**src/rtl/uart_tx_pkg.sv**
```systemverilog
// Shared state encoding, parity-type constants and default payload width
// for the UART transmit controller.
package uart_tx_pkg;

    localparam int DATA_W_DEF = 8;

    typedef logic [2:0] tx_state_t;

    localparam tx_state_t ST_IDLE   = 3'd0;
    localparam tx_state_t ST_START  = 3'd1;
    localparam tx_state_t ST_DATA   = 3'd2;
    localparam tx_state_t ST_PARITY = 3'd3;
    localparam tx_state_t ST_STOP   = 3'd4;

    localparam logic EVEN_PAR = 1'b0;
    localparam logic ODD_PAR  = 1'b1;

endpackage

```
**src/rtl/uart_tx_ctrl_if.sv**
```systemverilog
// Request/serial-line bundle between a byte source and uart_tx_ctrl.
interface uart_tx_ctrl_if
    import uart_tx_pkg::*;
#(
    parameter int DATA_W = DATA_W_DEF
);
    logic [DATA_W-1:0] P_DATA;
    logic              DATA_VALID;
    logic              PAR_EN;
    logic              PAR_TYP;
    logic              TX_OUT;
    logic              BUSY;
    logic              FRAME_DONE;

    modport master (
        output P_DATA, DATA_VALID, PAR_EN, PAR_TYP,
        input  TX_OUT, BUSY, FRAME_DONE
    );

    modport slave (
        input  P_DATA, DATA_VALID, PAR_EN, PAR_TYP,
        output TX_OUT, BUSY, FRAME_DONE
    );
endinterface

```
**src/rtl/uart_tx_serializer.sv**
```systemverilog
// Payload shift register and bit counter; presents the current and next
// LSB so the controller can register the serial line one cycle ahead.
module uart_tx_serializer #(
    parameter int DATA_W = 8
) (
    input  logic              CLK,
    input  logic              RST,
    input  logic              load,
    input  logic [DATA_W-1:0] load_data,
    input  logic              enable,
    output logic              bit_cur,
    output logic              bit_nxt,
    output logic              done
);
    localparam int CNT_W = (DATA_W > 1) ? $clog2(DATA_W) : 1;
    localparam logic [CNT_W-1:0] CNT_LAST = CNT_W'(DATA_W - 1);

    logic [DATA_W-1:0] sh_q;
    logic [DATA_W-1:0] sh_nxt;
    logic [CNT_W-1:0]  cnt_q;

    assign sh_nxt = sh_q >> 1;

    always_ff @(posedge CLK) begin
        if (RST) begin
            sh_q  <= '0;
            cnt_q <= '0;
        end else if (load) begin
            sh_q  <= load_data;
            cnt_q <= '0;
        end else if (enable) begin
            // counter returns to zero on the cycle the controller leaves DATA
            if (done) begin
                cnt_q <= '0;
            end else begin
                sh_q  <= sh_nxt;
                cnt_q <= cnt_q + CNT_W'(1);
            end
        end
    end

    assign bit_cur = sh_q[0];
    assign bit_nxt = sh_nxt[0];
    assign done    = (cnt_q == CNT_LAST);

endmodule

```
**src/rtl/uart_tx_ctrl.sv**
```systemverilog
// UART frame transmitter: start bit, LSB-first payload, optional parity, stop bit.
// Parity support is compiled in only when UART_TX_PARITY_EN is defined.
//
// state     | meaning
// ----------+-------------------------------------------------------
// ST_IDLE   | line at IDLE_LVL, waiting for DATA_VALID
// ST_START  | start bit (0)
// ST_DATA   | payload bits, LSB first, one per cycle
// ST_PARITY | parity over the captured byte (parity build only)
// ST_STOP   | stop bit at IDLE_LVL, FRAME_DONE pulses
module uart_tx_ctrl
    import uart_tx_pkg::*;
#(
    parameter int   DATA_W   = DATA_W_DEF,
    parameter logic IDLE_LVL = 1'b1
) (
    input  logic           CLK,
    input  logic           RST,
    uart_tx_ctrl_if.slave  bus
);
    tx_state_t state_q, state_d;
    logic      tx_q, tx_d;
    logic      busy_q, busy_d;
    logic      done_q, done_d;
    logic      accept;
    logic      ser_en, ser_bit, ser_bit_nxt, ser_done;

    assign accept = (state_q == ST_IDLE) && bus.DATA_VALID;

    uart_tx_serializer #(
        .DATA_W (DATA_W)
    ) u_ser (
        .CLK       (CLK),
        .RST       (RST),
        .load      (accept),
        .load_data (bus.P_DATA),
        .enable    (ser_en),
        .bit_cur   (ser_bit),
        .bit_nxt   (ser_bit_nxt),
        .done      (ser_done)
    );

`ifdef UART_TX_PARITY_EN
    logic [DATA_W-1:0] data_q;
    logic              par_en_q;
    logic              par_typ_q;
    logic              par_bit;

    always_ff @(posedge CLK) begin
        if (RST) begin
            data_q    <= '0;
            par_en_q  <= 1'b0;
            par_typ_q <= 1'b0;
        end else if (accept) begin
            data_q    <= bus.P_DATA;
            par_en_q  <= bus.PAR_EN;
            par_typ_q <= bus.PAR_TYP;
        end
    end

    assign par_bit = (par_typ_q == EVEN_PAR) ? ^data_q : ~^data_q;
`else
    logic unused_par_cfg;
    assign unused_par_cfg = bus.PAR_EN ^ bus.PAR_TYP;
`endif

    // outputs are registered from the next state so TX_OUT and BUSY stay aligned
    always_comb begin
        state_d = state_q;
        tx_d    = IDLE_LVL;
        busy_d  = 1'b1;
        done_d  = 1'b0;
        ser_en  = 1'b0;
        case (state_q)
            ST_IDLE: begin
                if (accept) begin
                    state_d = ST_START;
                    tx_d    = 1'b0;
                end else begin
                    busy_d = 1'b0;
                end
            end
            ST_START: begin
                state_d = ST_DATA;
                tx_d    = ser_bit;
            end
            ST_DATA: begin
                ser_en = 1'b1;
                if (!ser_done) begin
                    tx_d = ser_bit_nxt;
                end
`ifdef UART_TX_PARITY_EN
                else if (par_en_q) begin
                    state_d = ST_PARITY;
                    tx_d    = par_bit;
                end
`endif
                else begin
                    state_d = ST_STOP;
                    done_d  = 1'b1;
                end
            end
`ifdef UART_TX_PARITY_EN
            ST_PARITY: begin
                state_d = ST_STOP;
                done_d  = 1'b1;
            end
`endif
            ST_STOP: begin
                state_d = ST_IDLE;
                busy_d  = 1'b0;
            end
            default: begin
                state_d = ST_IDLE;
                busy_d  = 1'b0;
            end
        endcase
    end

    always_ff @(posedge CLK) begin
        if (RST) begin
            state_q <= ST_IDLE;
            tx_q    <= IDLE_LVL;
            busy_q  <= 1'b0;
            done_q  <= 1'b0;
        end else begin
            state_q <= state_d;
            tx_q    <= tx_d;
            busy_q  <= busy_d;
            done_q  <= done_d;
        end
    end

    assign bus.TX_OUT     = tx_q;
    assign bus.BUSY       = busy_q;
    assign bus.FRAME_DONE = done_q;

endmodule

```
**src/flat_wrapper.sv**
```systemverilog
// flat-port wrapper written by rule: the top's interface ports become plain ports
module uart_tx_ctrl_flat import uart_tx_pkg::*;
#(
    parameter int   DATA_W   = DATA_W_DEF,
    parameter logic IDLE_LVL = 1'b1
)
  (CLK, RST, bus_P_DATA, bus_DATA_VALID, bus_PAR_EN, bus_PAR_TYP, bus_TX_OUT, bus_BUSY, bus_FRAME_DONE);
  uart_tx_ctrl_if #(.DATA_W(DATA_W)) bus_i ();
  input  logic CLK;
  input  logic RST;
  input wire logic [$bits(bus_i.P_DATA)-1:0] bus_P_DATA;
  input wire logic [$bits(bus_i.DATA_VALID)-1:0] bus_DATA_VALID;
  input wire logic [$bits(bus_i.PAR_EN)-1:0] bus_PAR_EN;
  input wire logic [$bits(bus_i.PAR_TYP)-1:0] bus_PAR_TYP;
  output wire logic [$bits(bus_i.TX_OUT)-1:0] bus_TX_OUT;
  output wire logic [$bits(bus_i.BUSY)-1:0] bus_BUSY;
  output wire logic [$bits(bus_i.FRAME_DONE)-1:0] bus_FRAME_DONE;
  assign bus_i.P_DATA = bus_P_DATA;
  assign bus_i.DATA_VALID = bus_DATA_VALID;
  assign bus_i.PAR_EN = bus_PAR_EN;
  assign bus_i.PAR_TYP = bus_PAR_TYP;
  assign bus_TX_OUT = bus_i.TX_OUT;
  assign bus_BUSY = bus_i.BUSY;
  assign bus_FRAME_DONE = bus_i.FRAME_DONE;
  uart_tx_ctrl #(.DATA_W(DATA_W), .IDLE_LVL(IDLE_LVL)) u_core (.CLK(CLK), .RST(RST), .bus(bus_i));
endmodule
```
**config.mk**
```make
export PLATFORM = sky130hd
export DESIGN_NAME = uart_tx_ctrl_flat
export DESIGN_NICKNAME = d
export VERILOG_FILES = /design/src/rtl/uart_tx_pkg.sv /design/src/rtl/uart_tx_ctrl_if.sv /design/src/rtl/uart_tx_serializer.sv /design/src/rtl/uart_tx_ctrl.sv /design/src/flat_wrapper.sv
export SDC_FILE = /design/constraint.sdc
export NUM_CORES = 1
export LEC_CHECK = 0
export ABC_AREA = 1
export BUFFER_PORTS_ARGS = -buffer_cell sky130_fd_sc_hd__buf_2
export CAP_MARGIN = 25
export CORE_ASPECT_RATIO = 0.7
export CORE_MARGIN = 5
export CORE_UTILIZATION = 40
export CTS_CLUSTER_DIAMETER = 40
export DETAILED_ROUTE_END_ITERATION = 8
export GPL_TIMING_DRIVEN = 0
export PLACE_DENSITY_LB_ADDON = 0.12
export SETUP_SLACK_MARGIN = 0.2
export SLEW_MARGIN = 0
export SYNTH_ARGS = -nofsm -noshare
export SYNTH_HDL_FRONTEND = slang
export SYNTH_HIERARCHICAL = 1
export SYNTH_SLANG_ARGS = --single-unit
```
**constraint.sdc**
```tcl
create_clock -name CLK -period 1.63 [get_ports CLK]
set_clock_uncertainty 0.2 [all_clocks]
set_input_delay 0.2445 -clock CLK [delete_from_list [all_inputs] [get_ports CLK]]
set_output_delay 0.2445 -clock CLK [all_outputs]
set_load 0.005 [all_outputs]
```
==> summary.txt <==
Clocking
  – Clk sinks: 17
  – CTS tree: built
  – CTS root buf: clkbuf_4
  – Clk_lat worst skew: 0.29 ns
  – H-tree Lvls: 1
  – Clk slew on worst S/H paths: 0.10 ns
  – CTS buffer count: 3
  – Clk buf depth: 2

Final layout
  – Final Cell Area: 1190 sq um
  – Area Growth Syn to Fin: 44.8%
  – Layout Cells excl Fill: 165
  – Filler cells: 164
  – Layout cells sized above 1: a little under half
  – # diodes: 0
  – Final #Nets: approximately 160
  – Util after Layout: 62.7%

Detailed routing
  – Remaining antenna violation count after routing: 0
  – Vias per inst: 5.01
  – DRT Wirelength: between 2 and 2.5 mm
  – Residual DRC count: 0
  – Drt pass-1 iters: 4
  – Via count: slightly above 800
  – Initial DRC count: 40
  – Drt wl/cell: 12.3 um

Floorplanning
  – Core area: 1900 sq um
  – Die height: 48.0 um
  – Die Wd: 64.3 um
  – DIE AREA: approximately 3000 sq um
  – Row cnt: 13
  – Initial core utilization: 43.3%
  – Io pins: 16

Critical path
  – Startpoint types: flop
  – CP endpoint kind: flop
  – Worst path required time: 1.61 ns
  – CP arrival: 1.49 ns
  – WS Path Type: flop to flop
  – CP max FO: 7

Job
  – Max-cap viol count: 0

STA
  – RSZ-0062 raised after global routing: yes
  – Final TNS setup: 0 ns
  – Setup-failing EPs final: 0
  – Crit path time final: around 1.5 ns
  – Final period util: 92.6%
  – Max-slew violations: 0
  – Worst-Margin Slew: 0.210 ns
  – Final hold violations: 0
  – WHS: 0.0784 ns
  – Fmax: between 0.6 and 0.7 GHz
  – Slew HR: 86.0%

Synth
  – Seq/Total Area, Yosys: 41.3%
  – Net count after synthesis: ~130
  – Largest family of logic cells by synthesized area: simple AND/OR/NAND/NOR gates
  – Syn Inst Count: 111
  – Netlist Area Pre-Place: approximately 820 sq um
  – Post-Synth XOR/XNOR Area: 0%
  – Avg Cell Area, Syn: approximately 7.4 sq um
  – Synth top area cells: dfxtp_1, nand2_1, nand3_1
  – Synth Warn #: 6
  – Simple-Gate Fraction of Synth Area: between 30% and 40%
  – Synth top area share: 41.3%
  – Mux contribution to synthesized area: 0%
  – Netlist cell types: 18
  – Leading area contributor after synthesis: dfxtp_1
  – #FFs+latches synth: 17
  – Post-synthesis adder-cell area fraction: under 10%
  – Complex-gate fraction of the synthesized area: under 10%

Placement
  – Dpl cell area: 918 sq um
  – Post-DP HPWL: between 1 and 1.5 mm
  – RePlAce Congestion: 0.755
  – Port bufs: 13
  – DP Cell Count: 146

Global routing
  – First-pass GRT wire length: 3.31 mm
  – Total gr overflow: 0
  – Vias in the first global route: about 760
  – Initial antenna violation count: 0
  – Largest net degree at the start of global routing: 11
  – GRT Util Overall: 14.1%

Min path
  – Hold WC Path Type: input port to flop

Power
  – Worst VDD drop: about 0.60 mV
  – PwrDens: 782 nW/um^2
  – Leak: 0.524 nW

Status
  – Outcome: completed
-- worst max-delay path, cell delays in order (launching register included) --
cell     delay [ns]
dfxtp_2        0.35
nor2_4         0.12
nand2_2        0.08
nor2_4         0.11
buf_8          0.15
inv_8          0.05
buf_4          0.12
nand2_1        0.04
nand2_1        0.06
nand2_2        0.07
a21oi_2        0.05
-- stage by stage --
step / worst slack (ns) / power [mW]
2_1_floorplan: 0.197 / 0.580
3_3_place_gp: 0.0885 / 0.620
3_5_place_dp: 0.0744 / 0.623
4_1_cts: 0.0932 / 0.929
5_1_grt: 0.0438 / 0.991
6_report: 0.121 / 0.934
-- flip-flops by register name, summed over array words and instances (netlist names) --
signal,flops
u_core/u_ser/sh_q,8
u_core/state_q,3
u_core/u_ser/cnt_q,3
u_core/bus.BUSY,1
u_core/bus.FRAME_DONE,1
u_core/bus.TX_OUT,1
-- path summary, 6_finish.rpt --
path                         start               endpoint  slack [ns]  depth (start not counted)
min                 bus_DATA_VALID      u_core/state_q[0]        0.08                          3
max              u_core/state_q[2]   u_core/u_ser/sh_q[2]        0.12                         10
min reg2reg  u_core/u_ser/cnt_q[0]  u_core/u_ser/cnt_q[0]        0.28                          2
max reg2reg      u_core/state_q[2]   u_core/u_ser/sh_q[2]        0.12                         10
-- power by group --
part	switching [mW]	total [mW]	internal, mW	leakage, nW
combinational	0.127	0.249	0.122	0.368
sequential	0.0161	0.455	0.439	0.141
clock	0.134	0.229	0.0951	0.0150
total	0.277	0.934	0.656	0.524
-- synth_stat cells --
library cell	n
inv_2	1
a21oi_1	8
buf_12	1
nor2_1	8
a21oi_2	3
ha_1	2
nand2_1	32
inv_8	1
nor2_4	2
inv_1	9
dfxtp_1	17
nand4_1	1
nand3_1	11
buf_2	1
o21ai_0	3
buf_6	1
nand2_2	7
nor3_1	3
-- routing by layer --
layer | global-route usage, % | part of all wire [%] | vias to the layer above
li1 | - | - | 419
met1 | 16.6 | 47 | 387
met2 | 24.2 | 46 | 17
met3 | 4.69 | 5.0 | 4
met4 | 5.69 | 1.2 | 0
met5 | 0 | 0 | -
-- kinds of logic after synthesis --
kind of cell / count (synthesis)
buffers and inverters: 14
AO/OA/AOI/OAI: 14
adder cells (fa/ha/maj): 2
AND/OR/NAND/NOR: 64
flip-flops: 17
-- repair_timing --
item / CTS / global route
endpoints found under the hold margin: 2 / 0
pin swaps: 8 / 4
cloned: 1 / 0
hold buffers: 4 / 0
buffers inserted: 9 / 1
resized for setup: 20 / 13
endpoints found under the setup margin: 9 / 12
-- area by class of cell --
cell class              count  area (sq um)  area share [%]
multi-input cells          80           485            40.7
flip-flops and latches     17           348            29.1
repair buffers             28           215            18.0
inverters                  11          51.3            4.30
plain buffers               3          40.0            3.35
well taps                  22          27.5            2.31
clock buffers               4          26.3            2.20
-- placed cells by master (no fill, tap or decap), drive strengths merged --
cell type,n
buf,27
nand4,1
nand2,39
dfxtp,17
nand3,11
a21oi,11
inv,11
dlygate4sd3,4
clkbuf,4
nor3,3
nor2,10
o21ai,3
ha,2
(Power assumes the default switching activity.)
